## config.mk

```make
export PLATFORM = sky130hd
export DESIGN_NAME = piso_serializer
export DESIGN_NICKNAME = d
export VERILOG_FILES = /design/src/rtl/piso_serializer.sv
export SDC_FILE = /design/constraint.sdc
export NUM_CORES = 1
export LEC_CHECK = 0
export ABC_AREA = 0
export CAP_MARGIN = 0
export CORE_AREA = 3 3 40 42
export CTS_CLUSTER_SIZE = 20
export DETAILED_ROUTE_END_ITERATION = 10
export DIE_AREA = 0 0 43 45
export HOLD_SLACK_MARGIN = 0.03
export SKIP_CTS_REPAIR_TIMING = 1
export SYNTH_ARGS = -nofsm -noshare
export SYNTH_HDL_FRONTEND = slang
export SYNTH_SLANG_ARGS = --single-unit
export TNS_END_PERCENT = 5
```

## constraint.sdc

```tcl
create_clock -name clk -period 2.61 [get_ports clk]
set_clock_uncertainty 0.05 [all_clocks]
set_input_delay 0.522 -clock clk [delete_from_list [all_inputs] [get_ports clk]]
set_output_delay 0.522 -clock clk [all_outputs]
set_load 0.005 [all_outputs]
```

## src/rtl/piso_serializer.sv

```systemverilog
// Purpose: parallel-in, serial-out transmitter; shifts a WIDTH-bit word out one bit per clock with valid and end-of-word strobes.
// Latency: first bit appears on dout one clock after the accepting edge; done marks the last bit (accept edge + WIDTH).
// Backpressure: load_ready is high in IDLE and on the last bit of a word only, allowing gapless back-to-back words; no queueing.
module piso_serializer #(
    parameter int WIDTH     = 4,
    parameter bit LSB_FIRST = 1'b1
) (
    input  logic             clk,
    input  logic             rst_n,
    input  logic             load_valid,
    input  logic [WIDTH-1:0] din,
    output logic             load_ready,
    output logic             dout,
    output logic             dout_valid,
    output logic             busy,
    output logic             done
);

    localparam int CNT_W = (WIDTH > 2) ? $clog2(WIDTH) : 1;
    localparam logic [CNT_W-1:0] LAST_CNT = CNT_W'(WIDTH - 1);

    typedef enum logic {
        IDLE  = 1'b0,
        SHIFT = 1'b1
    } state_t;

    state_t           state_q, state_d;
    logic [WIDTH-1:0] shreg_q, shreg_d;
    logic [CNT_W-1:0] cnt_q, cnt_d;
    logic             dout_q, dout_d;
    logic             dout_valid_q, dout_valid_d;
    logic             last_bit;
    logic             xfer;

    // Handshake and status decode; derived from state only, never from load_valid.
    always_comb begin
        last_bit   = (state_q == SHIFT) && (cnt_q == LAST_CNT);
        load_ready = (state_q == IDLE) || last_bit;
        xfer       = load_valid && load_ready;
        busy       = (state_q == SHIFT);
        done       = last_bit;
    end

    // Next-state logic: load a new word on a transfer, else shift, else fall back to IDLE after the last bit.
    always_comb begin
        state_d      = state_q;
        shreg_d      = shreg_q;
        cnt_d        = cnt_q;
        dout_d       = dout_q;
        dout_valid_d = dout_valid_q;
        if (xfer) begin
            // A transfer in IDLE or on the last bit restarts the frame with no gap.
            state_d      = SHIFT;
            shreg_d      = din;
            cnt_d        = '0;
            dout_d       = LSB_FIRST ? din[0] : din[WIDTH-1];
            dout_valid_d = 1'b1;
        end else if (state_q == SHIFT) begin
            if (!last_bit) begin
                // The bit now on dout is consumed; the neighbour moves to the output end.
                shreg_d = LSB_FIRST ? (shreg_q >> 1) : (shreg_q << 1);
                dout_d  = LSB_FIRST ? shreg_q[1] : shreg_q[WIDTH-2];
                cnt_d   = cnt_q + 1'b1;
            end else begin
                state_d      = IDLE;
                dout_d       = 1'b0;
                dout_valid_d = 1'b0;
            end
        end
    end

    // State registers with asynchronous clear; a frame in progress is simply dropped.
    always_ff @(posedge clk or negedge rst_n) begin
        if (!rst_n) begin
            state_q      <= IDLE;
            shreg_q      <= '0;
            cnt_q        <= '0;
            dout_q       <= 1'b0;
            dout_valid_q <= 1'b0;
        end else begin
            state_q      <= state_d;
            shreg_q      <= shreg_d;
            cnt_q        <= cnt_d;
            dout_q       <= dout_d;
            dout_valid_q <= dout_valid_d;
        end
    end

    assign dout       = dout_q;
    assign dout_valid = dout_valid_q;

endmodule

```

Word-level counts from Yosys, hierarchy flattened
Index checks and enable logic that the tools add are counted.

Word-level logic and storage cells: 31. Flip-flop bits (word level): 9. Bits in latches: 0. Memory bits (writable): 0. Memories kept: 0. Memory bits (read-only): 0. Output and inout port bits: 5.

Eq/ne operators: 2. $lt $le $gt $ge: 0. Bitwise gates (word level): 1. Shift-type cells: 0. Reduce and logical (&&, ||, !) cells: 7. Mux-type cells: 15. Add/sub/neg operators: 1. Div/mod/pow operators: 0. Multiply operators: 0.

Operators with widths (number): 4-bit 2-to-1 mux (3); 1-bit 2-to-1 mux (9); 2-bit 2-to-1 mux (3); 2-bit AND reduction (2); 2-bit nonzero test (2); 2-bit by 1-bit adder with 2-bit output (second input constant) (1); 2-bit == test (second input constant) (1); 1-bit logical AND (2); 2-bit by 1-bit != test with 1-bit output (second input constant) (1); 1-bit logical OR (1); 1-bit NOT (1).

Depth between registers and ports, before layout
Gate-level depths: netlist of run 1.

Depth in word-level cells: 6. Mapped depth: 4.

Least setup slack after synthesis of run 1
No wires, ideal clock.

Path kind: register to output. Start point: register cnt_q[0]. End point: output load_ready. Buffers on the path: 1. Stages on the path, launching flop included: 4. Setup slack: 1.119 ns. Required time: 2.038 ns. Data arrival time: 0.919 ns. Path through: dfrtp_1 -> ha_1 -> nand2b_1 -> buf_4.

Word-level cells in the longest chain between the ends: 3.

Ends and longest elaborated chain: start: declaration (RTL line 29) `logic [CNT_W-1:0] cnt_q, cnt_d;`; start signal: assignment (RTL line 83) `cnt_q <= cnt_d;`; 2-bit == test (RTL line 37) `last_bit = (state_q == SHIFT) && (cnt_q == LAST_CNT);`; 1-bit logical AND (RTL line 37); 1-bit logical OR (RTL line 38) `load_ready = (state_q == IDLE) || last_bit;`; end: declaration (RTL line 12) `output logic load_ready,`.

Every way passes these cells.

Final worst setup path of run 1
Same ends and word-level chain as after synthesis.

==> results.json, run 1 <==
{
  "outcome": "completed",
  "final_max_slew_viol_count": 0,
  "ys_seq_area_share_pct": 47.76,
  "path_max_fanout": 8,
  "htree_levels": 1,
  "start_kind": "flop",
  "viasPerCell": 4.879,
  "cts_tree": "yes",
  "final.fill_count": 121,
  "critPathRequiredTime_ps": 2040,
  "worstSkewPairLatency_ps": 250,
  "clkSlewWorstSetupHoldPaths_ps": 50,
  "diodes": 0,
  "fp-row-count": 13,
  "slew_headroom_pct": 71.97,
  "die_h_um": 45,
  "ys_ff_latch": 8,
  "routed_wl_um": 760,
  "grt_usage_pct": 9.664,
  "power_density_nw_per_um2": 1046,
  "io_buffers": 11,
  "clock.fmax_mhz": 415.8,
  "reg2reg_depth": 3,
  "numCtsBuffers": 3,
  "grt_pass1_vias": 293,
  "min_period_over_period_pct": 92.15,
  "grt_max_degree": 11,
  "layout_commonest_cell": "clkdlybuf4s50_1",
  "start_util_pct": 32.62,
  "fin_hold_ws_ps": 458.1,
  "worst_slew_pin_slew_ps": 420.5,
  "vias": 283,
  "wl_per_cell_um": 13.10,
  "gp_congestion": 0.6837,
  "netlist_area_um2": 419.2,
  "min_period_ps": 2405,
  "synthCells": 31,
  "clockBufferDepth": 2,
  "drive_above_1_share_pct": 27.91,
  "peakVddDrop_uv": 403.8,
  "p_leak_nw": 0.2493,
  "arrival_ps": 1830,
  "fin_tns_setup_ps": 0,
  "syn2layout_area_growth_pct": 31.64,
  "antenna_found_initial": 0,
  "ys_warn_count": 0,
  "ys_types": 16,
  "drt_pass1_iterations": 3,
  "io_pins": 12,
  "whs_path_depth": 1,
  "nNetsFinal": 53,
  "grt_pass1_wl_mm": 1.324,
  "timing_worst_setup_path_type": "flop to output port",
  "hp-class": "flop to flop",
  "final_cell_mix": "clkdlybuf4s50_1 (11), dfrtp_1 (8), mux2_4 (5)",
  "die_area_um2": 1935,
  "crit_path_end_kind": "output port",
  "die_w_um": 43,
  "drc": 0,
  "rsz0062_at_grt": "false",
  "core_area_um2": 1285,
  "syn_area_per_cell_um2": 13.52,
  "clock_sinks": 8,
  "syn_nets": 39,
  "drtIter0Drc": 2,
  "grt-ovfl-total": 0,
  "hold_viol_final": 0,
  "clockRootBuffer": "clkbuf_4",
  "ant_nets": 0,
  "finalSetupViolCount": 0,
  "drv_cap": 0
}
-- worst max-delay path, stage by stage, from the launching register on --
cell,delay [ps]
dfrtp_1,380
ha_1,230
nand2b_1,390
clkdlybuf4s50_1,580
-- area by class of cell --
cell class	count	area, um2	area share [%]
Clock buffer	3	22.52	4.082
Sequential cell	8	200.2	36.28
Multi-Input combinational cell	20	196.4	35.60
Timing Repair Buffer	11	110.1	19.95
Inverter	1	3.754	0.6803
Tap cell	15	18.77	3.401
-- state kept, by name, summed over array words and instances (netlist names) --
signal / count
cnt_q: 2
busy: 1
dout_valid: 1
dout: 1
shreg_q: 3
-- metrics by stage --
stage	utilization (%)	cells	cell area, um2	power (W)	setup WS [ps]
2_1_floorplan	-	31	419.2	0.0003929	1119
3_3_place_gp	41.19	55	529.3	0.0004793	510.5
3_5_place_dp	41.19	55	529.3	0.0004877	472.0
4_1_cts	42.94	58	551.8	0.0005881	186.6
5_1_grt	42.94	58	551.8	0.0006171	102.4
6_report	42.94	58	551.8	0.0005771	204.8
-- synth_stat cells --
cell / instances / area [um2]
buf_4: 1 / 7.510
o221ai_1: 1 / 8.760
mux2_2: 1 / 11.26
nor2_1: 1 / 3.750
buf_6: 1 / 11.26
and2_1: 2 / 12.51
inv_1: 1 / 3.750
nand2b_1: 1 / 6.260
mux2_4: 5 / 75.07
mux2i_1: 3 / 30.03
a21oi_1: 1 / 5.000
nand3_1: 1 / 5.000
dfrtp_1: 8 / 200.2
ha_1: 1 / 12.51
and2b_2: 1 / 8.760
nand2b_2: 2 / 17.52
-- power by group --
| group | total [W] | switching (W) | internal, W |
|---|---|---|---|
| clock | 0.0000957 | 0.0000430 | 0.0000527 |
| combinational | 0.000271 | 0.0000958 | 0.000175 |
| sequential | 0.000210 | 0.0000342 | 0.000176 |
-- cell families after synthesis --
group                      count (synthesis)  share of synthesized area, %
adders and majority gates                  1                         2.985
muxes                                      9                         27.76
DFF                                        8                         47.76
AOI/OAI and AO/OA                          2                         3.283
and+or+nand+nor                            8                         12.84
buffers and inverters                      3                         5.373
-- path summary, 6_finish.rpt --
path,start,endpoint,slack [ps]
worst max register to register,cnt_q[0],cnt_q[1],1070
min in group asynchronous,rst_n,dout,490
worst max-delay path,cnt_q[0],load_ready,200
max in group asynchronous,rst_n,dout_valid,1760
worst min-delay path,shreg_q[3],shreg_q[2],460
worst min register to register,shreg_q[3],shreg_q[2],460
-- per-layer routing --
metal	GRT usage (%)	wire length, um
met1	11.63	338
met2	14.37	338
met3	3.187	68
met4	7.229	15
met5	0	0
Power figures use the tool's default switching activity.
==> run 2: changes to the inputs <==
--- a/config.mk
+++ b/config.mk
@@ -8,6 +8,7 @@
 export ABC_AREA = 0
 export CAP_MARGIN = 0
 export CORE_AREA = 3 3 40 42
+export CTS_CLUSTER_DIAMETER = 120
 export CTS_CLUSTER_SIZE = 20
 export DETAILED_ROUTE_END_ITERATION = 10
 export DIE_AREA = 0 0 43 45
==> results of run 2 <==
Same layout as run 1: the final DEF is identical, and so are final timing and power.
==> run 3: changes to the inputs <==
--- a/config.mk
+++ b/config.mk
@@ -5,7 +5,7 @@
 export SDC_FILE = /design/constraint.sdc
 export NUM_CORES = 1
 export LEC_CHECK = 0
-export ABC_AREA = 0
+export ABC_AREA = 1
 export CAP_MARGIN = 0
 export CORE_AREA = 3 3 40 42
 export CTS_CLUSTER_DIAMETER = 120
@@ -13,6 +13,7 @@
 export DETAILED_ROUTE_END_ITERATION = 10
 export DIE_AREA = 0 0 43 45
 export HOLD_SLACK_MARGIN = 0.03
+export SETUP_SLACK_MARGIN = 0.02
 export SKIP_CTS_REPAIR_TIMING = 1
 export SYNTH_ARGS = -nofsm -noshare
 export SYNTH_HDL_FRONTEND = slang
==> results.json, run 3 <==
{
  "ys.flop_type": "dfrtp_1",
  "routed_wl_um": 711,
  "synth-async-reset-ratio_pct": 100.0,
  "worstSkewPairLatency_ps": 250,
  "pre_cts_ws_ps": 766.5,
  "arrival_ps": 1540,
  "ys_seq_area_share_pct": 52.81,
  "cts_tree": "yes",
  "netlist_area_um2": 379.1,
  "synth_commonest_cells": "nand2_1 (18), dfrtp_1 (8), inv_2 (4)",
  "clock.fmax_mhz": 473.9,
  "wl_per_cell_um": 9.740,
  "nNetsFinal": 68,
  "final_max_slew_viol_count": 0,
  "grt_pass1_wl_mm": 1.186,
  "hold_viol_final": 0,
  "ys_types": 13,
  "die_w_um": 43,
  "grt-ovfl-total": 0,
  "synth_xor_area_share_pct": 0,
  "final.fill_count": 139,
  "final.setup.worst_slack_ps": 499.8,
  "diodes": 0,
  "grt_usage_pct": 8.663,
  "synth.most_common_cell": "nand2_1",
  "vias": 308,
  "fp-row-count": 13,
  "crit_path_end_kind": "output port",
  "drtIter0Drc": 2,
  "start_kind": "flop",
  "peakVddDrop_uv": 394.1,
  "layout_commonest_cell": "nand2_1",
  "synth_top_family_by_area": "simple AND/OR/NAND/NOR gates",
  "ys_warn_count": 0,
  "grt_pass1_vias": 274,
  "synthSimpleGateAreaFrac_pct": 33.00,
  "post-dp-hpwl_um": 567.8,
  "hp-class": "flop to flop",
  "synth-edff-count": 0,
  "p_leak_nw": 0.2570,
  "syn2layout_area_growth_pct": 39.93,
  "synthCells": 44,
  "outcome": "completed",
  "min_period_ps": 2110,
  "fin_hold_ws_ps": 419.0,
  "synth-compound-area-share_pct": 4.950,
  "io_pins": 12,
  "final_cell_mix": "nand2_1 (18), clkdlybuf4s50_1 (11), dfrtp_1 (8)",
  "timing_worst_setup_path_type": "flop to output port",
  "clockRootBuffer": "clkbuf_4",
  "die_h_um": 45,
  "synthTopCellsByArea": "dfrtp_1 (53%), nand2_1 (18%), nor2_4 (5.9%), nand3_1 (4.0%), inv_2 (4.0%)",
  "min_period_over_period_pct": 80.85,
  "die_area_um2": 1935,
  "synthAdderAreaFrac_pct": 3.300,
  "regMostFlops": "shreg_q",
  "drv_cap": 0,
  "antenna_found_initial": 0,
  "start_util_pct": 29.50,
  "ant_nets": 0,
  "finalSetupViolCount": 0,
  "whs_path_depth": 2,
  "drc": 0,
  "slew_headroom_pct": 75.58,
  "synth_top_area_cell": "dfrtp_1",
  "io_buffers": 11,
  "reg_top3": "shreg_q x3, cnt_q x2",
  "worst_slew_pin_slew_ps": 365.1,
  "core_area_um2": 1285,
  "critPathRequiredTime_ps": 2040,
  "rsz0062_at_grt": "false",
  "grt_max_degree": 9,
  "viasPerCell": 4.219,
  "htree_levels": 1,
  "drt_pass1_iterations": 4,
  "numCtsBuffers": 3,
  "clockBufferDepth": 2,
  "fin_tns_setup_ps": 0,
  "gp_congestion": 0.6712,
  "path_max_fanout": 3,
  "drive_above_1_share_pct": 20.69,
  "r2r_slack_ps": 1360,
  "clkSlewWorstSetupHoldPaths_ps": 50,
  "largest_reg_flops": 3,
  "syn_area_per_cell_um2": 8.616,
  "power_w": 0.0005581,
  "reg2reg_depth": 5,
  "muxShareOfSynthArea_pct": 0,
  "ys_ff_latch": 8,
  "syn_nets": 52,
  "clock_sinks": 8,
  "power_density_nw_per_um2": 1052,
  "yosysTopAreaCellShare_pct": 52.81
}
-- run 3: final timing paths --
check,start,end
worst max-delay path,cnt_q[0],load_ready
worst min register to register,shreg_q[3],shreg_q[3]
worst max register to register,cnt_q[0],shreg_q[1]
min in group asynchronous,rst_n,dout
max in group asynchronous,rst_n,cnt_q[1]
worst min-delay path,shreg_q[3],shreg_q[3]
-- run 3: power breakdown --
group	internal [W]	switching [W]	total [W]
clock	0.0000525	0.0000401	0.0000925
combinational	0.000129	0.000130	0.000259
sequential	0.000176	0.0000304	0.000206
total	0.000358	0.000200	0.000558
-- run 3: layout make-up --
type	count	area, um2	share of cell area (%)
clock buffers	3	22.52	4.245
inverters	6	22.52	4.245
multi-input cells	30	156.4	29.48
flip-flops and latches	8	200.2	37.74
well taps	15	18.77	3.538
repair buffers	11	110.1	20.75
-- run 3: stage by stage --
step / cells / util, % / area (um2)
after global placement: 70 / 39.53 / 508.0
after CTS: 73 / 41.29 / 530.5
after floorplan: 44 / - / 379.1
final: 73 / 41.29 / 530.5
after global routing: 73 / 41.29 / 530.5
after detailed placement: 70 / 39.53 / 508.0
-- run 3: kinds of logic after synthesis --
family                     after synthesis
and+or+nand+nor                         26
DFF                                      8
buffers and inverters                    6
AOI/OAI and AO/OA                        3
adders and majority gates                1
-- run 3: metal layers --
metal	vias up	share of wire, %	GRT usage [%]	wire length [um]
met5	-	0	0	0
met4	0	0.70	7.229	5
met3	2	10	3.586	72
met2	13	44	11.68	310
met1	128	45	10.67	322
li1	165	-	-	-
-- run 3: critical path, cell delays in order, from the launching register on --
cell,delay (ps)
dfrtp_1,360
ha_1,260
inv_2,50
nand2_1,110
clkdlybuf4s50_1,510
